File: config.mk
export PLATFORM = sky130hd
export DESIGN_NAME = mips_multicycle_ctrl
export DESIGN_NICKNAME = d
export VERILOG_FILES = /design/src/rtl/mips_multicycle_ctrl.sv
export SDC_FILE = /design/constraint.sdc
export NUM_CORES = 1
export LEC_CHECK = 0
export BUFFER_PORTS_ARGS = -buffer_cell sky130_fd_sc_hd__buf_2
export CORE_MARGIN = 1
export CORE_UTILIZATION = 55
export DETAILED_ROUTE_END_ITERATION = 12
export PLACE_DENSITY = 0.82
export SLEW_MARGIN = 10
export SYNTH_ARGS = -nofsm -noshare
export SYNTH_HDL_FRONTEND = slang
export SYNTH_SLANG_ARGS = --single-unit
export TNS_END_PERCENT = 1
File: constraint.sdc
create_clock -name clk -period 10 [get_ports clk]
set_input_delay 3 -clock clk [delete_from_list [all_inputs] [get_ports clk]]
set_output_delay 3 -clock clk [all_outputs]
set_load 0.1 [all_outputs]
File: src/rtl/mips_multicycle_ctrl.sv
// Multicycle MIPS main control: sequences fetch, decode, execute, memory and
// writeback, drives fetch-unit PC controls and counts retired instructions.
module mips_multicycle_ctrl #(
  parameter int CNT_W    = 32,
  parameter int LINK_REG = 31
) (
  input  logic             clk,
  input  logic             reset,
  input  logic [5:0]       opcode,
  input  logic [5:0]       funct,
  input  logic             imem_ready,
  input  logic             dmem_ready,
  output logic             imem_req,
  output logic             ir_we,
  output logic             pc_we,
  output logic             branch,
  output logic             jump,
  output logic             jr,
  output logic             alu_src,
  output logic [2:0]       alu_op,
  output logic             dmem_req,
  output logic             mem_we,
  output logic             reg_we,
  output logic [1:0]       reg_dst,
  output logic             mem_to_reg,
  output logic             link_sel,
  output logic [4:0]       link_idx,
  output logic [2:0]       state,
  output logic             illegal,
  output logic [CNT_W-1:0] retired
);

  localparam logic [5:0] OP_RTYPE = 6'h00;
  localparam logic [5:0] OP_J     = 6'h02;
  localparam logic [5:0] OP_JAL   = 6'h03;
  localparam logic [5:0] OP_BNE   = 6'h05;
  localparam logic [5:0] OP_ADDI  = 6'h08;
  localparam logic [5:0] OP_XORI  = 6'h0E;
  localparam logic [5:0] OP_LW    = 6'h23;
  localparam logic [5:0] OP_SW    = 6'h2B;
  localparam logic [5:0] FN_JR    = 6'h08;
  localparam logic [5:0] FN_ADD   = 6'h20;
  localparam logic [5:0] FN_SUB   = 6'h22;
  localparam logic [5:0] FN_SLT   = 6'h2A;

  localparam logic [2:0] ALU_ADD = 3'b000;
  localparam logic [2:0] ALU_SUB = 3'b001;
  localparam logic [2:0] ALU_XOR = 3'b010;
  localparam logic [2:0] ALU_SLT = 3'b011;

  typedef enum logic [2:0] {
    S_FETCH  = 3'd0,
    S_DECODE = 3'd1,
    S_EXEC   = 3'd2,
    S_MEM    = 3'd3,
    S_WB     = 3'd4,
    S_TRAP   = 3'd5
  } state_e;

  typedef enum logic [3:0] {
    C_ADD, C_SUB, C_SLT, C_ADDI, C_XORI, C_LW, C_SW, C_BNE, C_J, C_JR, C_JAL, C_ILL
  } cls_e;

  state_e           state_q, state_d;
  logic [5:0]       opcode_q, opcode_d;
  logic [5:0]       funct_q, funct_d;
  logic             illegal_q, illegal_d;
  logic [CNT_W-1:0] retired_q, retired_d;

  cls_e       cls;
  logic [2:0] cls_alu_op;

  logic       imem_req_c, ir_we_c, pc_we_c, branch_c, jump_c, jr_c, alu_src_c;
  logic [2:0] alu_op_c;
  logic       dmem_req_c, mem_we_c, reg_we_c, mem_to_reg_c, link_sel_c;
  logic [1:0] reg_dst_c;

  // Instruction class from the captured instruction fields.
  always_comb begin
    cls = C_ILL;
    case (opcode_q)
      OP_RTYPE: begin
        case (funct_q)
          FN_ADD:  cls = C_ADD;
          FN_SUB:  cls = C_SUB;
          FN_SLT:  cls = C_SLT;
          FN_JR:   cls = C_JR;
          default: cls = C_ILL;
        endcase
      end
      OP_J:    cls = C_J;
      OP_JAL:  cls = C_JAL;
      OP_BNE:  cls = C_BNE;
      OP_ADDI: cls = C_ADDI;
      OP_XORI: cls = C_XORI;
      OP_LW:   cls = C_LW;
      OP_SW:   cls = C_SW;
      default: cls = C_ILL;
    endcase

    cls_alu_op = ALU_ADD;
    case (cls)
      C_SUB, C_BNE: cls_alu_op = ALU_SUB;
      C_XORI:       cls_alu_op = ALU_XOR;
      C_SLT:        cls_alu_op = ALU_SLT;
      default:      cls_alu_op = ALU_ADD;
    endcase
  end

  always_comb begin
    state_d      = state_q;
    opcode_d     = opcode_q;
    funct_d      = funct_q;
    imem_req_c   = 1'b0;
    ir_we_c      = 1'b0;
    pc_we_c      = 1'b0;
    branch_c     = 1'b0;
    jump_c       = 1'b0;
    jr_c         = 1'b0;
    alu_src_c    = 1'b0;
    alu_op_c     = ALU_ADD;
    dmem_req_c   = 1'b0;
    mem_we_c     = 1'b0;
    reg_we_c     = 1'b0;
    reg_dst_c    = 2'b00;
    mem_to_reg_c = 1'b0;
    link_sel_c   = 1'b0;

    case (state_q)
      S_FETCH: begin
        imem_req_c = 1'b1;
        if (imem_ready) begin
          ir_we_c  = 1'b1;
          opcode_d = opcode;
          funct_d  = funct;
          state_d  = S_DECODE;
        end
      end
      S_DECODE: begin
        case (cls)
          C_J: begin
            pc_we_c = 1'b1;
            jump_c  = 1'b1;
            state_d = S_FETCH;
          end
          C_JR: begin
            pc_we_c = 1'b1;
            jump_c  = 1'b1;
            jr_c    = 1'b1;
            state_d = S_FETCH;
          end
          C_JAL:   state_d = S_WB;
          C_ILL:   state_d = S_TRAP;
          default: state_d = S_EXEC;
        endcase
      end
      S_EXEC: begin
        alu_src_c = cls inside {C_ADDI, C_XORI, C_LW, C_SW};
        alu_op_c  = cls_alu_op;
        if (cls == C_BNE) begin
          // Fetch unit gates branch with this cycle's ALU zero flag.
          branch_c = 1'b1;
          pc_we_c  = 1'b1;
          state_d  = S_FETCH;
        end else if (cls inside {C_LW, C_SW}) begin
          state_d = S_MEM;
        end else begin
          state_d = S_WB;
        end
      end
      S_MEM: begin
        dmem_req_c = 1'b1;
        alu_op_c   = ALU_ADD;
        alu_src_c  = 1'b1;
        mem_we_c   = (cls == C_SW);
        if (dmem_ready) begin
          if (cls == C_SW) begin
            pc_we_c = 1'b1;
            state_d = S_FETCH;
          end else begin
            state_d = S_WB;
          end
        end
      end
      S_WB: begin
        reg_we_c = 1'b1;
        pc_we_c  = 1'b1;
        state_d  = S_FETCH;
        case (cls)
          C_ADD, C_SUB, C_SLT: begin
            reg_dst_c = 2'b01;
            alu_op_c  = cls_alu_op;
          end
          C_ADDI, C_XORI: begin
            alu_src_c = 1'b1;
            alu_op_c  = cls_alu_op;
          end
          C_LW:  mem_to_reg_c = 1'b1;
          C_JAL: begin
            reg_dst_c  = 2'b10;
            link_sel_c = 1'b1;
            jump_c     = 1'b1;
          end
          default: ;
        endcase
      end
      S_TRAP:  state_d = S_TRAP;
      default: state_d = S_FETCH;
    endcase

    illegal_d = illegal_q | (state_d == S_TRAP);
    retired_d = pc_we_c ? retired_q + CNT_W'(1) : retired_q;
  end

  always_ff @(posedge clk or posedge reset) begin
    if (reset) begin
      state_q   <= S_FETCH;
      opcode_q  <= '0;
      funct_q   <= '0;
      illegal_q <= 1'b0;
      retired_q <= '0;
    end else begin
      state_q   <= state_d;
      opcode_q  <= opcode_d;
      funct_q   <= funct_d;
      illegal_q <= illegal_d;
      retired_q <= retired_d;
    end
  end

  // All outputs, including the constant link index, are forced low during reset.
  always_comb begin
    imem_req   = 1'b0;
    ir_we      = 1'b0;
    pc_we      = 1'b0;
    branch     = 1'b0;
    jump       = 1'b0;
    jr         = 1'b0;
    alu_src    = 1'b0;
    alu_op     = '0;
    dmem_req   = 1'b0;
    mem_we     = 1'b0;
    reg_we     = 1'b0;
    reg_dst    = '0;
    mem_to_reg = 1'b0;
    link_sel   = 1'b0;
    link_idx   = '0;
    state      = '0;
    illegal    = 1'b0;
    retired    = '0;
    if (!reset) begin
      imem_req   = imem_req_c;
      ir_we      = ir_we_c;
      pc_we      = pc_we_c;
      branch     = branch_c;
      jump       = jump_c;
      jr         = jr_c;
      alu_src    = alu_src_c;
      alu_op     = alu_op_c;
      dmem_req   = dmem_req_c;
      mem_we     = mem_we_c;
      reg_we     = reg_we_c;
      reg_dst    = reg_dst_c;
      mem_to_reg = mem_to_reg_c;
      link_sel   = link_sel_c;
      link_idx   = 5'(LINK_REG);
      state      = state_q;
      illegal    = illegal_q;
      retired    = retired_q;
    end
  end

endmodule

==> metrics.txt, run 1 <==
Die X=roughly 75 um; Yosys reg bits=48; mux cell area share after synthesis=about 4.2%; Max Freq=around 130 MHz; Setup Buffers After CTS=0; I/O Buffers=72; Arr. time, crit path=around 4.6 ns; synthesized area=2960 um^2; Hold Path Stages=1; # rows=26; WS Path Type=input pin to primary output; # hold bufs at CTS=0; number of synthesized flops with an enable pin=0; Adder-Cell Fraction of Synth Area=less than 1%; Clock Tree Buf Depth=2; leakage=~0.0017 uW; DR vias=between 2000 and 2500; post-synth cell types=between 50 and 60; Main synth FF type=dfrtp_1; starting DRC count in detailed routing=144; CTS tree=done; Starting Density=57.7%; Post-CTS Resized=0; CP Max Fanout=41; Final min period=~7.6 ns; peak supply drop=0.000166 V; CP startpoint kind=input pin; nets=396; worst setup margin=~2.4 ns; Die Y-Extent=approximately 75 um; final std cells w/o fill=approximately 450; DRC viols=0; vias in the first global route=2194; post-synthesis xor/xnor area fraction=a little under a tenth; Pre-antenna DRT Iters=4; antenna violations before repair=0; most common cell after layout, fill and taps aside=buf_2; flop2flop setup slack=roughly 7.0 ns; R2R Path Start=opcode_q[4]; Worst-Skew Late Latency=about 0.30 ns; DPL Wire Length=between 4 and 5 mm; htree depth=2; io pins=between 70 and 80; syn_nets=between 300 and 400; Routed Antenna Nets=0; Hold WC Path Type=flop to flop; Avg Vias per Cell=around 5.5; Root Driver=clkbuf_8; max_cap viols=0; total power=slightly above 800 uW; TNS Setup=0 ns; placer congestion estimate=0.935; largest family of logic cells by synthesized area=simple AND/OR/NAND/NOR gates; Reg-to-Reg End=retired_q[23]; clk_skew=around 0.0047 ns; drt total wl=roughly 6.4 mm; status=finished, final reports clean; Worst-Margin Slew=0.732 ns; Die ar.=approximately 5700 um^2; relative slew slack=roughly half; Synth Area in Compound Gates=roughly a tenth; Total GRT Usage=24.0%; # diodes=0; Cell Count Post-Placement=~440; pin count of the biggest net entering global routing=42; mean area per synthesized cell=~9.4 um^2; CP required=~7 ns; RSZ-0062 raised after global routing=no; end of the worst hold path=retired_q[31]; most frequent cells in the layout=72 x buf_2, 48 x dfrtp_1, 30 x nor2_1; first-pass GRT wire length=10.4 mm; clk slew on worst S/H paths=about 0.08 ns; Synth Area in Simple Gates=30.0%; Worst Reg-to-Reg Cells=8; ratio of cells with drive above 1 in the final layout=between 30 and 40%; pwr/cell area=237 nW/um^2; Synth Warn #=0; period utilization=approximately 76%; core box area=approximately 5000 um^2; Place WS=approximately 2.3 ns; Post-synth ARST share=100%; setup violators final=0; area delta synth->final=15.4%; register area share after synthesis=between 40% and 50%; Hold Crit Start=retired_q[31]; number of CTS-inserted buffers=5; DR WL/cell=14.2 um; endpoints failing hold=0; gr ovfl total=0; Hold WS=0.461 ns; synthesized netlist cell count=between 300 and 400; max-slew violation count=0; CP endpoint kind=primary output; Num Clock Sinks=48
==> kinds of logic after synthesis <==
kind of cell	after synthesis
adders and majority gates	1
buffers and inverters	33
muxes	11
other	1
xor gates and xnor gates	32
AOI/OAI and AO/OA	36
DFF	48
and+or+nand+nor	153
==> critical path, stage by stage <==
cell and delay, ns:
buf_2 0.56, inv_2 0.41, a21oi_1 0.30, nor2_1 0.07
buf_2 0.29
==> stage by stage <==
| step | utilization, % | instance area (um^2) |
|---|---|---|
| 6_report | 66.5 | 3420 |
| 5_1_grt | 66.5 | 3420 |
| 4_1_cts | 66.5 | 3420 |
| 3_5_place_dp | 65.0 | 3340 |
| 3_3_place_gp | 65.0 | 3340 |
| 2_1_floorplan | - | 2970 |
==> layer usage <==
layer  routed length, um  vias to the layer above  track usage, %
li1                    -                     1204               -
met1                2880                     1169            32.5
met2                3120                       74            39.4
met3                 251                       10            3.44
met4                 108                        0            9.05
met5                   0                        -               0
==> synth_stat cells (3+ instances only) <==
master	count	share of area, %
a21oi_1	8	1.4
and3_1	4	0.84
and4_1	3	0.89
buf_2	3	0.51
buf_4	5	1.3
clkbuf_1	8	1.0
dfrtp_1	48	41
inv_1	15	1.9
mux2_2	11	4.2
nand2_1	25	3.2
nand2b_1	5	1.1
nand3_1	11	1.9
nand4_1	5	1.1
nor2_1	30	3.8
nor2b_1	29	6.1
nor3_1	12	2.0
nor3_2	6	2.0
nor4_2	4	1.7
o21ai_0	8	1.4
o21ai_1	3	0.51
or2_2	3	0.63
or3_1	3	0.63
xnor2_1	14	4.1
xor2_1	18	5.3
==> state kept, by name (all words and copies together), names as in the netlist <==
register,count
funct_q,6
retired_q,32
illegal_q,1
state_q,3
opcode_q,6
==> power by group <==
part           switching (uW)  internal (uW)
sequential               64.3            234
combinational             280            121
clock                    61.5           47.7
total                     406            403
==> cell type report <==
| cell class | instances | area (um^2) |
|---|---|---|
| repair buffers | 75 | 383 |
| clock buffers | 6 | 72.6 |
| multi-input cells | 234 | 1610 |
| flip-flops and latches | 48 | 1200 |
| inverters | 15 | 56.3 |
| fillers | 429 | 1720 |
| well taps | 70 | 87.6 |
| clock inverters | 1 | 5.00 |
==> how the worst max path moves through the flow <==
stage	from	end	cells past startpoint
after floorplan	reset	jump	4
after global placement	reset	mem_we	5
after detailed placement	reset	alu_op[1]	5
after CTS	reset	alu_op[1]	5
after global routing	reset	mem_we	5
final	reset	alu_op[1]	5
Power figures use the tool's default switching activity.
==> run 2: changes to the inputs <==
--- a/config.mk
+++ b/config.mk
@@ -5,11 +5,12 @@
 export SDC_FILE = /design/constraint.sdc
 export NUM_CORES = 1
 export LEC_CHECK = 0
+export ABC_AREA = 1
 export BUFFER_PORTS_ARGS = -buffer_cell sky130_fd_sc_hd__buf_2
 export CORE_MARGIN = 1
-export CORE_UTILIZATION = 55
+export CORE_UTILIZATION = 50
 export DETAILED_ROUTE_END_ITERATION = 12
-export PLACE_DENSITY = 0.82
+export PLACE_DENSITY = 0.77
 export SLEW_MARGIN = 10
 export SYNTH_ARGS = -nofsm -noshare
 export SYNTH_HDL_FRONTEND = slang
==> constraint.sdc (replaced) <==
create_clock -name clk -period 7 [get_ports clk]
set_input_delay 2.1 -clock clk [delete_from_list [all_inputs] [get_ports clk]]
set_output_delay 2.1 -clock clk [all_outputs]
set_load 0.1 [all_outputs]
==> metrics.txt, run 2 <==
status=finished, final reports clean; DRC viols=0 (unchanged); CP startpoint kind=input pin; Hold Crit Start=illegal_q; WS Path Type=input pin to primary output; critical path's slowest cell=buf_2; io pins=74 (unchanged); leakage=0.00211 uW (+26%); htree depth=2 (unchanged); endpoints failing hold=0 (unchanged); register area share after synthesis=34.2% (-6.3 points); clk_skew=0.0126 ns (+0.00784 ns); TNS Setup=0 ns (unchanged); CP endpoint kind=primary output; Pre-antenna DRT Iters=7 (+3); ratio of cells with drive above 1 in the final layout=16.4% (-15 points); DR vias=3592 (+46%); Cell Count Post-Placement=687 (+55%); Synth top area share=34.2% (-6.3 points); CP Max Fanout=46 (+12%); setup violators final=0 (unchanged); pin count of the biggest net entering global routing=47 (+12%); Synth Area in Compound Gates=3.64% (-6.2 points); Die ar.=7350 um^2 (+29%); R2R Path Start=opcode_q[4]; # hold bufs at CTS=0 (unchanged); max FFs per register=32 (unchanged); pwr/cell area=308 nW/um^2 (+30%); Critical Path Max Stage Delay=0.64 ns (+0.08 ns); Main synth FF type=dfrtp_1; syn_nets=557 (+68%); Clock Tree Buf Depth=2 (unchanged); Internal Power=550 uW (+37%); Synth Warn #=0 (unchanged); Worst-Skew Late Latency=0.30 ns (about the same); first-pass GRT wire length=14.9 mm (+43%); period utilization=89.8%; RSZ-0062 raised after global routing=no; biggest regs=retired_q (32), funct_q (6), opcode_q (6); Post-CTS Resized=0 (unchanged); Synth area leaders=dfrtp_1 34%, nand2_1 16%, nor2_1 9.5%, nand3_1 7.8%, xor2_1 7.5%; Avg Vias per Cell=5.18 (-5.4%); Die Y-Extent=85.8 um (+14%); DR WL/cell=12.8 um (-9.2%); # rows=30 (+15%); clock power share=12.8% (-0.7 points); DPL Wire Length=6.65 mm (+42%); CP startpoint=reset; Arr. time, crit path=4.19 ns (-0.45 ns); clk slew on worst S/H paths=0.08 ns (about the same); Adder-Cell Fraction of Synth Area=0.357% (-0.065 points); max-slew violation count=0 (unchanged); drt total wl=8.92 mm (+40%); area delta synth->final=12.8%; gr ovfl total=0 (unchanged); Sw Ratio=54.9% (+4.6 points); Yosys reg bits=48 (unchanged); power share of the combinational group=55.4% (+5.8 points); most frequent cells in the layout=151 x nand2_1, 89 x nor2_1, 72 x buf_2; CP cell instances=buf_2 > clkinvlp_4 > buf_4 > buf_2; number of CTS-inserted buffers=5 (unchanged); synthesized netlist cell count=540 (+71%); Biggest register=retired_q; Final min period=6.29 ns; CP required=4.90 ns (-2.10 ns); mean area per synthesized cell=6.49 um^2 (-31%); number of synthesized flops with an enable pin=0 (unchanged); Max Freq=159 MHz; largest family of logic cells by synthesized area=simple AND/OR/NAND/NOR gates; nets=615 (+55%); area leader, netlist=dfrtp_1; post-synthesis xor/xnor area fraction=7.49% (-2.0 points); max_cap viols=0 (unchanged); Die X=85.8 um (+14%); starting DRC count in detailed routing=251 (+74%); Synth Area in Simple Gates=43.1% (+13 points); synthesized area=3510 um^2 (+18%); # diodes=0 (unchanged); mux cell area share after synthesis=0% (-4.2 points); relative slew slack=44.1% (-7.1 points); Starting Density=51.6% (-6.0 points); Root Driver=clkbuf_8; vias in the first global route=3197 (+46%); Setup Buffers After CTS=0 (unchanged); Num Clock Sinks=48 (unchanged); Post-synth ARST share=100% (unchanged); Hold WC Path Type=flop to flop; Reg power frac=31.8% (-5.1 points); Routed Antenna Nets=0 (unchanged); Worst-Margin Slew=0.838 ns (+0.106 ns); peak supply drop=0.000206 V (+24%); post-synth cell types=32 (-38%); Synth top cells by count=151 x nand2_1, 89 x nor2_1, 62 x inv_1, 55 x nand3_1, 48 x dfrtp_1; CTS tree=done; Util after Layout=58.2% (-8.3 points); I/O Buffers=72 (unchanged); NetSw=669 uW (+65%); Total GRT Usage=25.2% (+1.2 points); antenna violations before repair=0 (unchanged); most common cell after layout, fill and taps aside=nand2_1; placer congestion estimate=0.970 (+3.7%); final std cells w/o fill=694 (+55%); CP dominant cell by count=buf_2; most common cell in the synthesized netlist=nand2_1; core box area=6790 um^2 (+32%)
run 2: cell type report:
class                      instances  area (um^2)
timing repair buffer              73          368
fill                             698         2840
multi-input combinational        403         1930
clock inverter                     1         5.00
clock buffer                       6         72.6
inverter                          67          260
tap                               96          120
sequential                        48         1200
run 2: worst paths after layout:
path / slack (ns) / depth (start not counted) / end
worst max register to register: 4.32 / 10 / retired_q[6]
worst min-delay path: 0.46 / 2 / illegal_q
worst min register to register: 0.46 / 2 / illegal_q
max in group asynchronous: 3.98 / 3 / state_q[0]
min in group asynchronous: 2.20 / 2 / opcode_q[4]
worst max-delay path: 0.71 / 4 / link_idx[2]
run 2: kinds of logic after synthesis:
kind of cell	Yosys count
AOI/OAI and AO/OA	22
xor gates and xnor gates	30
adders and majority gates	1
buffers and inverters	89
DFF	48
other	1
and+or+nand+nor	349
run 2: per-layer routing:
layer,track usage (%),vias to the layer above,share of wire (%)
met5,0,-,0
met4,8.03,0,1.2
met3,3.56,13,5.3
met2,39.4,130,46
met1,36.1,1655,48
li1,-,1794,-
run 2: power groups by stage:
stage	logic [uW]	registers, uW	clock network [uW]
final	675	388	156
after global placement	663	389	0
after global routing	743	397	172
after detailed placement	673	392	0
after CTS	674	387	163
after floorplan	585	381	0
run 2: through the flow:
step           cell area (um^2)  power (uW)  setup slack [ns]  hold slack (ns)
2_1_floorplan              3520         966            -0.210            0.421
3_3_place_gp               3880        1050             0.754            0.441
3_5_place_dp               3880        1070             0.663            0.444
4_1_cts                    3960        1220             0.658            0.463
5_1_grt                    3960        1310             0.483            0.486
6_report                   3960        1220             0.714            0.462
run 2: critical path, delay by kind of cell:
family	cells	cell delay (ns)
buffers and inverters	4	2.04
